**config.mk**
```make
export PLATFORM = sky130hd
export DESIGN_NAME = comb_lock
export DESIGN_NICKNAME = d
export VERILOG_FILES = /design/src/rtl/comb_lock_pkg.sv /design/src/rtl/comb_lock.sv
export SDC_FILE = /design/constraint.sdc
export NUM_CORES = 1
export LEC_CHECK = 0
export ABC_AREA = 1
export CORE_UTILIZATION = 40
export CTS_CLUSTER_SIZE = 28
export DETAILED_ROUTE_END_ITERATION = 8
export PLACE_DENSITY = 0.6
export SETUP_SLACK_MARGIN = 0.4
export SLEW_MARGIN = 20
export SYNTH_ARGS = -nofsm -noshare
export SYNTH_HDL_FRONTEND = slang
export SYNTH_SLANG_ARGS = --single-unit
```
**constraint.sdc**
```tcl
create_clock -name clk -period 4.1 [get_ports clk]
set_clock_uncertainty 0.05 [all_clocks]
set_input_delay 0.82 -clock clk [delete_from_list [all_inputs] [get_ports clk]]
set_output_delay 0.82 -clock clk [all_outputs]
set_load 0.03 [all_outputs]
```
**src/rtl/comb_lock_pkg.sv**
```systemverilog
// Shared types and default constants for the four-digit combination lock.
package comb_lock_pkg;

  typedef enum logic [2:0] {
    IDLE,
    DIG1,
    DIG2,
    DIG3,
    DIG4,
    GRANT,
    DENY,
    LOCKED
  } state_t;

  localparam logic [3:0] DEF_CODE0       = 4'd1;
  localparam logic [3:0] DEF_CODE1       = 4'd5;
  localparam logic [3:0] DEF_CODE2       = 4'd3;
  localparam logic [3:0] DEF_CODE3       = 4'd7;
  localparam int         DEF_MAX_FAILS   = 3;
  localparam int         DEF_LOCK_CYCLES = 20;

endpackage

```
**src/rtl/comb_lock.sv**
```systemverilog
// Combination lock: enter, four sampled digits, one-cycle grant/deny pulse,
// timed lockout after MAX_FAILS consecutive wrong attempts.
module comb_lock
  import comb_lock_pkg::*;
#(
  parameter logic [3:0] CODE0       = DEF_CODE0,
  parameter logic [3:0] CODE1       = DEF_CODE1,
  parameter logic [3:0] CODE2       = DEF_CODE2,
  parameter logic [3:0] CODE3       = DEF_CODE3,
  parameter int         MAX_FAILS   = DEF_MAX_FAILS,
  parameter int         LOCK_CYCLES = DEF_LOCK_CYCLES
) (
  input  logic       clk,
  input  logic       rst,
  input  logic       enter_button,
  input  logic [3:0] ip_pass,
  output logic       grant,
  output logic       deny,
  output logic       lock
);

  localparam int FAIL_W  = $clog2(MAX_FAILS + 1);
  localparam int TIMER_W = (LOCK_CYCLES > 1) ? $clog2(LOCK_CYCLES) : 1;
  localparam logic [TIMER_W-1:0] TIMER_LOAD = TIMER_W'(LOCK_CYCLES - 1);

  state_t              state;
  logic                mismatch;
  logic [FAIL_W-1:0]   fail_count;
  logic [TIMER_W-1:0]  timer;
  logic                digit_miss;
  logic                last_fail;

  always_comb begin
    digit_miss = 1'b0;
    case (state)
      DIG1:    digit_miss = (ip_pass != CODE0);
      DIG2:    digit_miss = (ip_pass != CODE1);
      DIG3:    digit_miss = (ip_pass != CODE2);
      DIG4:    digit_miss = (ip_pass != CODE3);
      default: digit_miss = 1'b0;
    endcase
  end

  assign last_fail = (int'(fail_count) + 1 >= MAX_FAILS);

  // Outputs are registered alongside the state so they equal a decode of it.
  always_ff @(posedge clk or posedge rst) begin
    if (rst) begin
      state      <= IDLE;
      mismatch   <= 1'b0;
      fail_count <= '0;
      timer      <= '0;
      grant      <= 1'b0;
      deny       <= 1'b0;
      lock       <= 1'b0;
    end else begin
      grant <= 1'b0;
      deny  <= 1'b0;
      lock  <= 1'b0;
      case (state)
        IDLE: begin
          if (enter_button) begin
            state    <= DIG1;
            mismatch <= 1'b0;
          end
        end
        DIG1: begin
          state    <= DIG2;
          mismatch <= mismatch | digit_miss;
        end
        DIG2: begin
          state    <= DIG3;
          mismatch <= mismatch | digit_miss;
        end
        DIG3: begin
          state    <= DIG4;
          mismatch <= mismatch | digit_miss;
        end
        DIG4: begin
          mismatch <= mismatch | digit_miss;
          if (!(mismatch | digit_miss)) begin
            state      <= GRANT;
            grant      <= 1'b1;
            fail_count <= '0;
          end else if (!last_fail) begin
            state      <= DENY;
            deny       <= 1'b1;
            fail_count <= fail_count + 1'b1;
          end else begin
            state <= LOCKED;
            lock  <= 1'b1;
            timer <= TIMER_LOAD;
          end
        end
        GRANT, DENY: begin
          state <= IDLE;
        end
        LOCKED: begin
          if (timer == '0) begin
            state      <= IDLE;
            fail_count <= '0;
          end else begin
            timer <= timer - 1'b1;
            lock  <= 1'b1;
          end
        end
        default: begin
          state <= IDLE;
        end
      endcase
    end
  end

endmodule

```
; Yosys cells after proc, flatten, opt, wreduce, memory -nomap -nowiden
; Cells that the tools add are included.
[word_totals]
regBits = 14
latch_bits = 0
mem_bits_rw = 0
romBits = 0
in_bits = 7
output_inout_bits = 3
memories = 0
[classes]
add_sub_neg = 3
multipliers = 0
div = 0
n_lt_le_gt_ge = 1
n_eq_ne = 17
shift = 0
mux = 25
n_bitwise = 1
n_reduce_logical = 10
[op_table]
columns = cell, count
row1 = case mux 3 bit (7 select lines), 1
row2 = two-way mux 5 bit, 3
row3 = "== test 3 bit, second input constant", 4
row4 = two-way mux 1 bit, 10
row5 = "!= test 2 bit, second input constant", 5
row6 = case mux 5 bit (2 select lines), 1
row7 = two-way mux 2 bit, 4
row8 = "!= test 4 x 3 -> 1 bit, second input constant", 2
row9 = "== test 3 x 2 -> 1 bit, second input constant", 2
row10 = two-way mux 3 bit, 2
row11 = logical NOT 5 bit, 1
row12 = "subtractor 5 x 1 -> 5 bit, second input constant", 1
row13 = "!= test 4 x 1 -> 1 bit, second input constant", 1
row14 = "!= test 4 x 2 -> 1 bit, second input constant", 1
row15 = case mux 1 bit (2 select lines), 2
row16 = case mux 1 bit (4 select lines), 1
row17 = case mux 2 bit (2 select lines), 1
row18 = AND reduction 2 bit, 2
row19 = AND reduction 4 bit, 1
row20 = nonzero test 2 bit, 2
row21 = OR reduction 4 bit, 1
row22 = "adder 2 x 1 -> 3 bit, second input constant", 1
row23 = "== test 3 x 1 -> 1 bit, second input constant", 1
row24 = ">= comparator 3 x 2 -> 1 bit, second input constant", 1
row25 = 6 further kinds, 6

; Logic depth before layout (Yosys ltp)
[logic_depth]
depth_word = 5
depth_mapped = 11

; Worst setup path after synthesis
; OpenSTA, ideal clock, no wires.
[synth_timing]
path_kind = input -> register
from = input port ip_pass[0]
to = register timer[1]
arrival_time_ns = 1.558
required_time_ns = 3.933
path_slack_ns = 2.375
stages = 9
cell_sequence = inv_1 nor2_1 nand3_1 nor2_1 nand4_2 nand2_4 clkinv_4 nand2_2 o21ai_2
[synth_between]
elab_chain_len = 5
word_cells_on_any_way = 8
[synth_rtl]
columns = item, line
row1 = start: declaration, comb_lock.sv:16  ; input logic [3:0] ip_pass,
row2 = "!= test 4 x 3 -> 1 bit, or another cell as far along", comb_lock.sv:39  ; DIG4: digit_miss = (ip_pass != CODE3);
row3 = case mux 1 bit (4 select lines) *, comb_lock.sv:35  ; case (state)
row4 = bitwise OR 1 bit *, comb_lock.sv:81  ; if (!(mismatch | digit_miss)) begin
row5 = != test 2 bit (no line) *, --
row6 = AND reduction 4 bit (no line) *, --
row7 = end signal: assignment, comb_lock.sv:103  ; timer <= timer - 1'b1;
row8 = end: declaration, comb_lock.sv:29  ; logic [TIMER_W-1:0] timer;
; Mark *: on every way between the ends. The rest lies on a longest branch, timed or not.
; A chain may end at the register's enable or synchronous reset.

; Worst setup path in the final report
[layout_timing]
from = register lock
to = output port lock
[layout_rtl]
columns = item, line
row1 = start: declaration, comb_lock.sv:19  ; output logic lock
row2 = start signal: assignment, comb_lock.sv:55  ; lock <= 1'b0;
row3 = start signal: assignment, comb_lock.sv:59  ; lock <= 1'b0;
row4 = start signal: assignment, comb_lock.sv:91  ; lock <= 1'b1;
; No word-level cell between the ends.

==> impl_metrics.tcl <==
set metrics [dict create \
    synth_most_common_cell "nand2_1" \
    wl_per_cell_microns 9.70 \
    fillers 187 \
    firstDrtPassIters 4 \
    fin_area_sq_um 971 \
    hold_class "register to register" \
    initial_core_util 0.425 \
    endpoint_kind "primary output" \
    async_flop_share 1.00 \
    via_per_inst 4.53 \
    clk_pin_slew_worst_paths_ps 80 \
    clk_latency_ps 270 \
    slew_violations 0 \
    synth_cells 104 \
    drive_gt1_frac 0.155 \
    area_growth_pct 17.8 \
    synth_area_leaders "dfrtp_1 42%, nand2_1 11%, inv_1 6.4%" \
    synth_edf_count 0 \
    cts.path.max_buffers 2 \
    cap_violations 0 \
    root_buffer "clkbuf_4" \
    critical_path_required_ps 3230 \
    synth_seq_cells 14 \
    placed_area_sq_um 948 \
    cts_resized 0 \
    first_iter_violations 8 \
    slew_headroom 0.652 \
    cts_setup_buffers 0 \
    place_ws_ps 1780 \
    route.detailed.drc 0 \
    finalWorstSetupSlack_ps 1960 \
    seq_area_frac_synth 0.425 \
    antenna_found_initial 0 \
    num_antenna_cells 0 \
    synth_top_area_frac 0.425 \
    path_delay_family "buffers and inverters" \
    h-tree-depth 1 \
    crit_path_start_kind "register" \
    dp_cells 140 \
    status "finished clean" \
    coreArea_sq_mm 0.00194 \
    tns_ps 0 \
    worst_ir_drop_vdd_uv 340 \
    ys_top_cells_by_count "24 x nand2_1, 14 x dfrtp_1, 14 x inv_1" \
    grt_pass1_vias 580 \
    ios 10 \
    min_path_cells 2 \
    r2r_cells 10 \
    cts_tree "built" \
    cts.sinks 14 \
    crit_type "register to primary output" \
    fp.dieArea_sq_mm 0.00225 \
    crit_fanout 1 \
    die_y_microns 47.4 \
    drtAntennaViolNets 0 \
    hold_viol 0 \
    ys_warn_count 0 \
    wl_met2_microns 581 \
    crit_slowest_cell "clkdlybuf4s50_1" \
    max_freq_mhz 468 \
    vias 648 \
    post_synth.cell_area_avg_sq_um 7.93 \
    whs_ps 468 \
    crit_arrival_ps 1270 \
    cp.depth 1 \
    top_layer_used "met4" \
    crit_path_max_incr_delay_ps 660 \
    grtUsageTotal 0.158 \
    synth_cell_types 25 \
    fin_crit_sh 0.521 \
    yosysTopAreaCell "dfrtp_1" \
    rows 16 \
    routed_wl_mm 1.39 \
    cts_hold_buf 0 \
    setup_viol_count_final 0 \
    rsz0062_at_grt "no" \
    worst_pin_slew_ps 521 \
    drt-met1-wl_microns 745 \
    route.met3.wl_microns 36 \
    ys.flop_type "dfrtp_1" \
    crit_buf_inv 1 \
    syn_area_sq_um 825 \
    grt_max_degree 15 \
    grt_pass1_wl_mm 2.42 \
    cts_inserted_buffers 3 \
    numPortBuffers 9 \
    nets 128 \
    synth_fp_nets 114 \
    p_per_area_mw_per_mm2 653 \
    hpwl_mm 1.10 \
    cp_cell_sequence "clkdlybuf4s50_1" \
    finalCriticalPeriod_ps 2140 \
    final_cell_count_no_fill 143 \
    die_w_microns 47.4 \
    gp_congestion 0.769 \
    p_leak_nw 0.506 \
    gr-total-overflow 0 \
]
-- layout make-up --
type                            count  area [sq um]  share of cell area
Sequential cell                    14           350               0.361
Clock buffer                        3          22.5              0.0232
Tap cell                           27          33.8              0.0348
Multi-Input combinational cell     73           405               0.418
Inverter                           17          68.8              0.0709
Timing Repair Buffer                9          90.1              0.0928
-- layer usage --
metal | up-vias | global-route usage
met5 | - | 0
met4 | 0 | 0.0857
met3 | 4 | 0.0346
met2 | 6 | 0.216
met1 | 287 | 0.227
li1 | 351 | -
-- cell families after synthesis --
family,after synthesis,synth area share
xor gates and xnor gates,2,0.0212
adders and majority gates,3,0.0455
DFF,14,0.425
buffers and inverters,17,0.0835
and+or+nand+nor,57,0.329
AOI/OAI and AO/OA,11,0.0956
-- sequential cells by signal (all words and copies together), names as in the netlist --
register	flops
fail_count	2
deny	1
grant	1
mismatch	1
timer	5
state	3
lock	1
-- power by group --
part	internal (mW)	total, mW	switching (mW)
logic	0.127	0.323	0.196
clock network	0.0340	0.0753	0.0413
registers	0.188	0.236	0.0487
total	0.348	0.634	0.286
-- layout by cell type, fill, tap and decap left out, types with 2 or more instances in the layout --
cell / netlist / layout
ha_1: 3 / 3
nand3_1: 9 / 9
inv_1: 14 / 14
nor2_1: 12 / 12
dfrtp_1: 14 / 14
nand2_1: 24 / 24
a21oi_1: 3 / 3
nand2_2: 5 / 5
inv_2: 2 / 2
o21ai_1: 3 / 3
clkdlybuf4s50_1: 0 / 9
clkbuf_4: 0 / 3
-- metrics by stage --
step            util  total power [mW]
2_1_floorplan      -             0.491
3_3_place_gp   0.488             0.559
3_5_place_dp   0.488             0.562
4_1_cts        0.500             0.639
5_1_grt        0.500             0.704
6_report       0.500             0.634
-- worst min-delay path, delay by kind of cell, from the launching register on --
| family | cells | cell delay [ps] |
|---|---|---|
| and+or+nand+nor | 2 | 110 |
| DFF | 1 | 380 |
-- final timing paths --
kind / slack, ps / from / end
worst max-delay path: 1960 / lock$_DFF_PP0_ / lock
worst min-delay path: 470 / fail_count[1]$_DFFE_PP0P_ / fail_count[1]$_DFFE_PP0P_
worst max register to register: 2300 / state[1]$_DFFE_PP0P_ / timer[1]$_DFFE_PP0P_
worst min register to register: 470 / fail_count[1]$_DFFE_PP0P_ / fail_count[1]$_DFFE_PP0P_
max in group asynchronous: 2830 / rst / timer[1]$_DFFE_PP0P_
min in group asynchronous: 830 / rst / grant$_DFF_PP0_
Power figures use the tool's default switching activity.
